File: src/rtl/mac_link_pkg.sv
// ============================================================================
// Module   : mac_link_pkg
// Brief    : Shared opcodes, FSM state encoding and widths for the MAC link host.
// Revision : 1.0 - initial release
// ============================================================================
`default_nettype none

package mac_link_pkg;

    localparam int BYTE_W = 8;
    localparam int WORD_W = 16;

    localparam logic [1:0] OP_NOP       = 2'b00;
    localparam logic [1:0] OP_MAC       = 2'b01;
    localparam logic [1:0] OP_READ      = 2'b10;
    localparam logic [1:0] OP_LOAD_HIGH = 2'b11;

    typedef enum logic [2:0] {
        IDLE    = 3'd0,
        MAC_STB = 3'd1,
        LD_DRV  = 3'd2,
        LD_STB  = 3'd3,
        LD_REL  = 3'd4,
        RD_ON   = 3'd5,
        RD_REL  = 3'd6,
        RESP    = 3'd7
    } state_t;

endpackage

`default_nettype wire

File: src/rtl/mac_link_shadow.sv
// ============================================================================
// Module   : mac_link_shadow
// Brief    : Shadow accumulator mirroring the MAC tile; compares against each
//            captured READ value. Only used when MAC_LINK_SHADOW_EN is defined.
// Revision : 1.0 - initial release
// ============================================================================
`default_nettype none

module mac_link_shadow
    import mac_link_pkg::*;
(
    input  logic              clk,
    input  logic              rst_n,
    input  logic              mac_fire_i,
    input  logic              ld_fire_i,
    input  logic [BYTE_W-1:0] a_i,
    input  logic [BYTE_W-1:0] b_i,
    input  logic              cap_i,
    input  logic [WORD_W-1:0] cap_data_i,
    output logic              mismatch_o
);

    logic [WORD_W-1:0] shadow_q;
    logic [WORD_W-1:0] shadow_d;
    logic [WORD_W-1:0] w_prod;

    assign w_prod     = WORD_W'(a_i) * WORD_W'(b_i);
    assign mismatch_o = (cap_data_i != shadow_q);

    // A capture resynchronises the shadow to what the tile actually holds.
    always_comb begin
        shadow_d = shadow_q;
        if (cap_i) begin
            shadow_d = cap_data_i;
        end else if (mac_fire_i) begin
            shadow_d = shadow_q + w_prod;
        end else if (ld_fire_i) begin
            shadow_d = {a_i, shadow_q[BYTE_W-1:0]};
        end
    end

    always_ff @(posedge clk) begin
        if (!rst_n) begin
            shadow_q <= '0;
        end else begin
            shadow_q <= shadow_d;
        end
    end

endmodule

`default_nettype wire

File: src/rtl/mac_link_host.sv
// ============================================================================
// Module   : mac_link_host
// Brief    : Host-side sequencer for the 8-bit-pad MAC tile; owns the shared
//            high-byte pad with turnaround. Optional: MAC_LINK_SHADOW_EN.
// Revision : 1.0 - initial release
// ============================================================================
`default_nettype none

module mac_link_host
    import mac_link_pkg::*;
#(
    parameter int TURN_CYC   = 1,
    parameter int SAMPLE_DLY = 1
) (
    input  logic              clk,
    input  logic              rst_n,
    input  logic              cmd_valid,
    output logic              cmd_ready,
    input  logic [1:0]        cmd_op,
    input  logic [BYTE_W-1:0] cmd_a,
    input  logic [BYTE_W-1:0] cmd_b,
    output logic              rsp_valid,
    input  logic              rsp_ready,
    output logic [WORD_W-1:0] rsp_data,
    output logic              rsp_mismatch,
    output logic              busy,
    output logic [BYTE_W-1:0] mac_in_a,
    output logic [BYTE_W-1:0] mac_in_b,
    output logic              mac_acc_en,
    output logic              mac_io_drive,
    output logic              mac_load_ext_high,
    input  logic [BYTE_W-1:0] mac_out_low,
    input  logic [BYTE_W-1:0] pad_high_i,
    output logic [BYTE_W-1:0] pad_high_o,
    output logic              pad_high_oe
);

    localparam int CNT_MAX = (TURN_CYC > SAMPLE_DLY) ? TURN_CYC : SAMPLE_DLY;
    localparam int CNT_W   = (CNT_MAX < 2) ? 1 : $clog2(CNT_MAX + 1);
    localparam logic [CNT_W-1:0] C_TURN_LAST   = CNT_W'(TURN_CYC - 1);
    // The first RD_ON cycle is the grant itself; io_drive is then held
    // SAMPLE_DLY further cycles before the pad is sampled.
    localparam logic [CNT_W-1:0] C_SAMPLE_LAST = CNT_W'(SAMPLE_DLY);

    state_t            state_q, state_d;
    logic [CNT_W-1:0]  cnt_q, cnt_d;
    logic [BYTE_W-1:0] a_q, a_d;
    logic [BYTE_W-1:0] b_q, b_d;
    logic [BYTE_W-1:0] hi_q, hi_d;
    logic [WORD_W-1:0] rsp_data_q, rsp_data_d;
    logic              mism_q, mism_d;

    logic              w_cmd_fire;
    logic              w_capture;
    logic              w_shadow_mism;
    logic [WORD_W-1:0] w_cap_data;

    assign w_cmd_fire = cmd_valid && (state_q == IDLE);
    assign w_capture  = (state_q == RD_ON) && (cnt_q == '0);
    assign w_cap_data = {pad_high_i, mac_out_low};

`ifdef MAC_LINK_SHADOW_EN
    mac_link_shadow u_shadow (
        .clk        (clk),
        .rst_n      (rst_n),
        .mac_fire_i (w_cmd_fire && (cmd_op == OP_MAC)),
        .ld_fire_i  (w_cmd_fire && (cmd_op == OP_LOAD_HIGH)),
        .a_i        (cmd_a),
        .b_i        (cmd_b),
        .cap_i      (w_capture),
        .cap_data_i (w_cap_data),
        .mismatch_o (w_shadow_mism)
    );
`else
    assign w_shadow_mism = 1'b0;
`endif

    always_comb begin
        state_d    = state_q;
        cnt_d      = cnt_q;
        a_d        = a_q;
        b_d        = b_q;
        hi_d       = hi_q;
        rsp_data_d = rsp_data_q;
        mism_d     = mism_q;

        cmd_ready         = 1'b0;
        busy              = 1'b1;
        rsp_valid         = 1'b0;
        mac_acc_en        = 1'b0;
        mac_io_drive      = 1'b0;
        mac_load_ext_high = 1'b0;
        pad_high_o        = '0;
        pad_high_oe       = 1'b0;

        case (state_q)
            IDLE: begin
                cmd_ready = 1'b1;
                busy      = 1'b0;
                if (w_cmd_fire) begin
                    case (cmd_op)
                        OP_MAC: begin
                            a_d     = cmd_a;
                            b_d     = cmd_b;
                            state_d = MAC_STB;
                        end
                        OP_READ: begin
                            cnt_d   = C_SAMPLE_LAST;
                            state_d = RD_ON;
                        end
                        OP_LOAD_HIGH: begin
                            hi_d    = cmd_a;
                            state_d = LD_DRV;
                        end
                        default: ;
                    endcase
                end
            end
            MAC_STB: begin
                mac_acc_en = 1'b1;
                state_d    = IDLE;
            end
            LD_DRV: begin
                pad_high_oe = 1'b1;
                pad_high_o  = hi_q;
                state_d     = LD_STB;
            end
            LD_STB: begin
                pad_high_oe       = 1'b1;
                pad_high_o        = hi_q;
                mac_load_ext_high = 1'b1;
                cnt_d             = C_TURN_LAST;
                state_d           = LD_REL;
            end
            LD_REL: begin
                if (cnt_q == '0) begin
                    state_d = IDLE;
                end else begin
                    cnt_d = cnt_q - 1'b1;
                end
            end
            RD_ON: begin
                mac_io_drive = 1'b1;
                if (w_capture) begin
                    rsp_data_d = w_cap_data;
                    mism_d     = w_shadow_mism;
                    cnt_d      = C_TURN_LAST;
                    state_d    = RD_REL;
                end else begin
                    cnt_d = cnt_q - 1'b1;
                end
            end
            RD_REL: begin
                if (cnt_q == '0) begin
                    state_d = RESP;
                end else begin
                    cnt_d = cnt_q - 1'b1;
                end
            end
            RESP: begin
                rsp_valid = 1'b1;
                if (rsp_ready) begin
                    state_d = IDLE;
                end
            end
            default: state_d = IDLE;
        endcase
    end

    always_ff @(posedge clk) begin
        if (!rst_n) begin
            state_q    <= IDLE;
            cnt_q      <= '0;
            a_q        <= '0;
            b_q        <= '0;
            hi_q       <= '0;
            rsp_data_q <= '0;
            mism_q     <= 1'b0;
        end else begin
            state_q    <= state_d;
            cnt_q      <= cnt_d;
            a_q        <= a_d;
            b_q        <= b_d;
            hi_q       <= hi_d;
            rsp_data_q <= rsp_data_d;
            mism_q     <= mism_d;
        end
    end

    assign mac_in_a     = a_q;
    assign mac_in_b     = b_q;
    assign rsp_data     = rsp_data_q;
    assign rsp_mismatch = mism_q;

endmodule

`default_nettype wire

File: config.mk
export PLATFORM = sky130hd
export DESIGN_NAME = mac_link_host
export DESIGN_NICKNAME = d
export VERILOG_FILES = /design/src/rtl/mac_link_pkg.sv /design/src/rtl/mac_link_shadow.sv /design/src/rtl/mac_link_host.sv
export SDC_FILE = /design/constraint.sdc
export NUM_CORES = 1
export LEC_CHECK = 0
export CORE_ASPECT_RATIO = 0.6
export CORE_UTILIZATION = 25
export DETAILED_ROUTE_END_ITERATION = 16
export GPL_TIMING_DRIVEN = 0
export SLEW_MARGIN = 10
export SYNTH_ARGS = -nofsm -noshare
export SYNTH_HDL_FRONTEND = slang
export SYNTH_SLANG_ARGS = --single-unit
File: constraint.sdc
create_clock -name clk -period 3.65 [get_ports clk]
set_input_delay 0.5475 -clock clk [delete_from_list [all_inputs] [get_ports clk]]
set_output_delay 0.5475 -clock clk [all_outputs]
set_load 0.03 [all_outputs]
After elaboration in Yosys (flattened, before gate mapping) --
Cells that the tools add are included.
Word-level totals: register bits 44, logic and storage cells 56
Operators by class: add/subtract/negate cells 1, equality and inequality tests 17, mux-type cells 20, bitwise gates (word level) 1, reduce and logical (&&, ||, !) cells 11
Operators by type and width (number):
- 3-bit case mux with 8 select lines | 1
- 3-bit two-way mux | 5
- 3-bit == test, second input constant | 4
- 1-bit two-way mux | 11
- 2-bit inequality test, second input constant | 5
- 3-bit case mux with 3 select lines | 1
- 3-bit AND reduction | 3
- 8-bit two-way mux | 1
- 3-bit by 2-bit == test with 1-bit output, second input constant | 2
- 6-bit AND reduction | 1
- 2-bit == test, second input constant | 2
- 4-bit by 1-bit inequality test with 1-bit output, second input constant | 1
- 1-bit case mux with 4 select lines | 1
- 4-bit nonzero test | 1
- 2-bit OR reduction | 2
- 3-bit by 1-bit == test with 1-bit output, second input constant | 1
- 3-bit zero test | 1
- 2-bit by 1-bit == test with 1-bit output, second input constant | 1
- 1-bit logical AND | 2
- 2-bit by 1-bit inequality test with 1-bit output, second input constant | 1
- 2-bit AND reduction | 1
- 1-bit inverter | 1
- 1-bit subtractor, second input constant | 1

Logic depth before layout (Yosys ltp) --
depth in word-level cells 4, gate-level depth with buffers 5, depth with buffers taken out 5

Least setup slack after synthesis --
No wires, ideal clock.
path kind register to output, start reg state_q[1], end out busy, data arrival time 1.165 ns, required time 3.102 ns, setup slack 1.938 ns, stages on the path, launching flop included 4, buffers on the path 1, cells stage by stage dfxtp_1 buf_6 nor3_4 inv_1
On the way: longest elaborated chain between the ends 2
RTL lines:
- from (decl) | RTL line mac_link_host.sv:45 | state_t state_q, state_d;
- from (signal assigned) | RTL line mac_link_host.sv:180 | state_q <= state_d;
- 3-bit zero test | RTL line mac_link_host.sv:96 | case (state_q)
- 1-bit two-way mux | RTL line mac_link_host.sv:96
- to (decl) | RTL line mac_link_host.sv:26 | output logic busy,
Every way passes these cells.

Worst setup path after layout --
start reg state_q[2], end out pad_high_o[0]
On the way: longest elaborated chain between the ends 3, elaborated cells between the ends (all ways) 4, classes of those cells eq/ne: 2; mux: 1; reduce/logical: 1
RTL lines:
- 3-bit by 2-bit == test with 1-bit output | RTL line mac_link_host.sv:96
- 2-bit OR reduction (no source line) (*)
- 8-bit two-way mux (*) | RTL line mac_link_host.sv:96
- to (decl) | RTL line mac_link_host.sv:34 | output logic [BYTE_W-1:0] pad_high_o,
Mark *: on every way between the ends. The rest lies on a longest branch, timed or not.

==> run_results.csv <==
group,metric,value,unit
finish,syn_to_final_growth,56.03,%
clocking,path_clk_slew,0.06,ns
logic_synthesis,synth_top_cell_area_share,44.47,%
sta,period_minus_slack,2.610,ns
floorplan,initial_core_util,26.60,%
logic_synthesis,synth_top_cell_by_area,"dfxtp_1",
floorplan,rows,24,
logic_synthesis,netlist_area,0.001981,mm²
critical_path,r2r_setup_slack,2.07,ns
finish,fin_util,41.50,%
critical_path,critPathKind,"reg -> out",
logic_synthesis,ys_seq_area_share,44.47,%
critical_path,crit_required,3.10,ns
route,drtAntennaViolNets,0,
sta,worst_pin_slew,0.5106,ns
route,drtIter0Drc,91,
floorplan,ios,86,
route,drcViolationCount,0,
critical_path,arrival,2.06,ns
critical_path,cp-end-kind,"primary output",
logic_synthesis,yosysWarnings,0,
hold_path,hold_path_class,"reg -> reg",
grt,grt_max_degree,14,
floorplan,core-area,0.007447,mm²
finish,final_cell_mix,"clkdlybuf4s50_1 (83), nand2_1 (74), dfxtp_1 (44), mux2i_1 (24), a21oi_1 (20)",
sta,rsz0062_at_grt,"false",
placement,place_area,0.002942,mm²
critical_path,worstSetupStartpoint,"state_q[2]",
critical_path,reg2reg_to,"rsp_data[8]",
route,wirelength,5284,µm
logic_synthesis,synthTopCellsByArea,"dfxtp_1 (44%), nand2_1 (14%), mux2i_1 (12%)",
clocking,cts.htree.levels,2,
finish,nets,367,
route,vias,1868,
sta,finClkSkew,0.003870,ns
finish,antenna_cells,0,
sta,fin_ws,1.040,ns
critical_path,critPathMaxFanout,10,
critical_path,path_depth,4,
floorplan,die_area,0.008294,mm²
critical_path,path_cells,"inv_1, clkbuf_1, and3_1, clkdlybuf4s50_1",
clocking,cts_made_buffers,5,
grt,antenna_found_initial,0,
clocking,cts_root_buffer,"clkbuf_16",
clocking,cts_tree,"yes",
power_and_ir_drop,peakVddDrop,188.4,µV
logic_synthesis,avgSynthCellArea,8.464,µm²
run,drv_cap,0,
finish,final_common_cell,"clkdlybuf4s50_1",
clocking,cts.sinks,44,
critical_path,critPathTopFamily,"buffers and inverters",
critical_path,startpoint_type,"register",
route,firstDrtPassIters,4,
route,viasPerCell,4.354,
sta,final-setup-viol-count,0,
critical_path,crit_end,"pad_high_o[0]",
run_status,status,"complete, no violations",
finish,fin_area,0.003090,mm²
placement,routabilityCongestion,0.7772,
power_and_ir_drop,cellPowerDensity,435.5,mW/mm²
sta,fmax,0.3832,GHz
placement,io_buffers,83,
clocking,clockBufferDepth,2,
placement,post-place-ws,1.302,ns
sta,hold_viol_final,0,
critical_path,cp_num_buf_inv,3,
grt,track_usage,13.40,%
finish,drive_gt1_share,6.154,%
clocking,cts_setup_buffers,0,
grt,grt_pass1_wl,8452,µm
floorplan,die_y,70.95,µm
grt,gr-total-overflow,0,
clocking,cts_resized,0,
sta,final_max_slew_viol_count,0,
sta,fin_setup_tns,0,ns
logic_synthesis,ys_seq_elements,44,
critical_path,slowest_delay,0.68,ns
logic_synthesis,netlist-cell-type-count,33,
sta,slew-limit-headroom,65.96,%
logic_synthesis,netlist_instances,234,
sta,period_share,71.50,%
critical_path,r2r_cells,5,
grt,grt_pass1_vias,1734,
route,wl_per_cell,12.32,µm
floorplan,die_w,116.9,µm
logic_synthesis,syn_nets,277,
critical_path,r2r-start,"cnt_q",
placement,hpwl,3951,µm
critical_path,crit_slowest_cell,"clkdlybuf4s50_1",
clocking,hold_buffers,0,
power_and_ir_drop,leakagePower,1.302,nW
clocking,clock_latency,0.28,ns
-- cells in the mapped netlist --
| library cell | count |
|---|---|
| nand2_1 | 74 |
| dfxtp_1 | 44 |
| mux2i_1 | 24 |
| a21oi_1 | 20 |
| and3_1 | 13 |
| clkbuf_1 | 10 |
| ha_1 | 5 |
| inv_1 | 5 |
| nor2_1 | 5 |
| buf_2 | 3 |
| nand2b_1 | 3 |
| o21ai_0 | 3 |
| a31oi_1 | 2 |
| buf_6 | 2 |
| nor4b_1 | 2 |
| or4_1 | 2 |
| a211oi_1 | 1 |
| a21boi_0 | 1 |
| and4bb_2 | 1 |
| buf_4 | 1 |
| clkbuf_2 | 1 |
| clkinv_1 | 1 |
| conb_1 | 1 |
| nand3_2 | 1 |
| nand3_4 | 1 |
| nand4bb_1 | 1 |
| nor2b_1 | 1 |
| nor3_1 | 1 |
| nor3_4 | 1 |
| o311a_1 | 1 |
| o31ai_1 | 1 |
| o41ai_1 | 1 |
| or2_2 | 1 |
-- area by class of cell --
cell class / count / area, µm²
Buffer: 17 / 87.58
Timing Repair Buffer: 83 / 830.8
Multi-Input combinational cell: 167 / 989.7
Clock buffer: 6 / 138.9
Sequential cell: 44 / 880.8
Fill cell: 807 / 4357
Clock inverter: 2 / 10.01
Tap cell: 104 / 130.1
Inverter: 6 / 22.52
-- layer usage --
layer  track usage [%]  part of all wire [%]  wire length [µm]
met3             5.313                   7.2               383
met5                 0                     0                 0
met2             18.74                    41              2180
met4             2.954                  0.78                41
met1             19.16                    51              2678
-- power breakdown --
group	leakage [nW]	internal (mW)	switching, mW	total, mW
combinational	0.869	0.159	0.206	0.365
sequential	0.356	0.507	0.0221	0.529
clock	0.0766	0.270	0.181	0.451
total	1.30	0.936	0.410	1.35
-- state kept, by name, summed over array words and instances (netlist names) --
signal and cells:
mac_in_b 8, hi_q 8, rsp_data 16, state_q 3, mac_in_a 8, cnt_q 1
-- stage by stage --
step / total power [mW] / hold slack (ns) / cells
after CTS: 1.376 / 0.4552 / 429
after detailed placement: 0.9061 / 0.4472 / 421
final: 1.346 / 0.4513 / 429
after global placement: 0.9056 / 0.4412 / 421
after floorplan: 0.7560 / 0.4337 / 234
after global routing: 1.423 / 0.4777 / 429
-- worst reg2reg max path, delay by kind of cell (launching register included) --
family          cells  cell delay (ns)
compound gates      1             0.14
buf+inv             2             0.69
flops               1             0.43
simple gates        2             0.26
-- kinds of logic after synthesis --
family	count (synthesis)	share of synthesized area [%]
fa+ha+maj	5	3.159
simple gates	107	25.96
other cells	1	0.1893
buf+inv	23	5.559
compound gates	30	8.529
flops	44	44.47
mux	24	12.13
-- worst min path at each step --
stage	start	endpoint	depth (start not counted)
CTS	rsp_data[9]	rsp_data[9]	2
detailed placement	rsp_data[5]	rsp_data[5]	2
global route	mac_in_a[4]	mac_in_a[4]	2
floorplan	hi_q[7]	hi_q[7]	2
finish	rsp_data[5]	rsp_data[5]	2
global placement	hi_q[0]	hi_q[0]	2
Power figures use the tool's default switching activity.
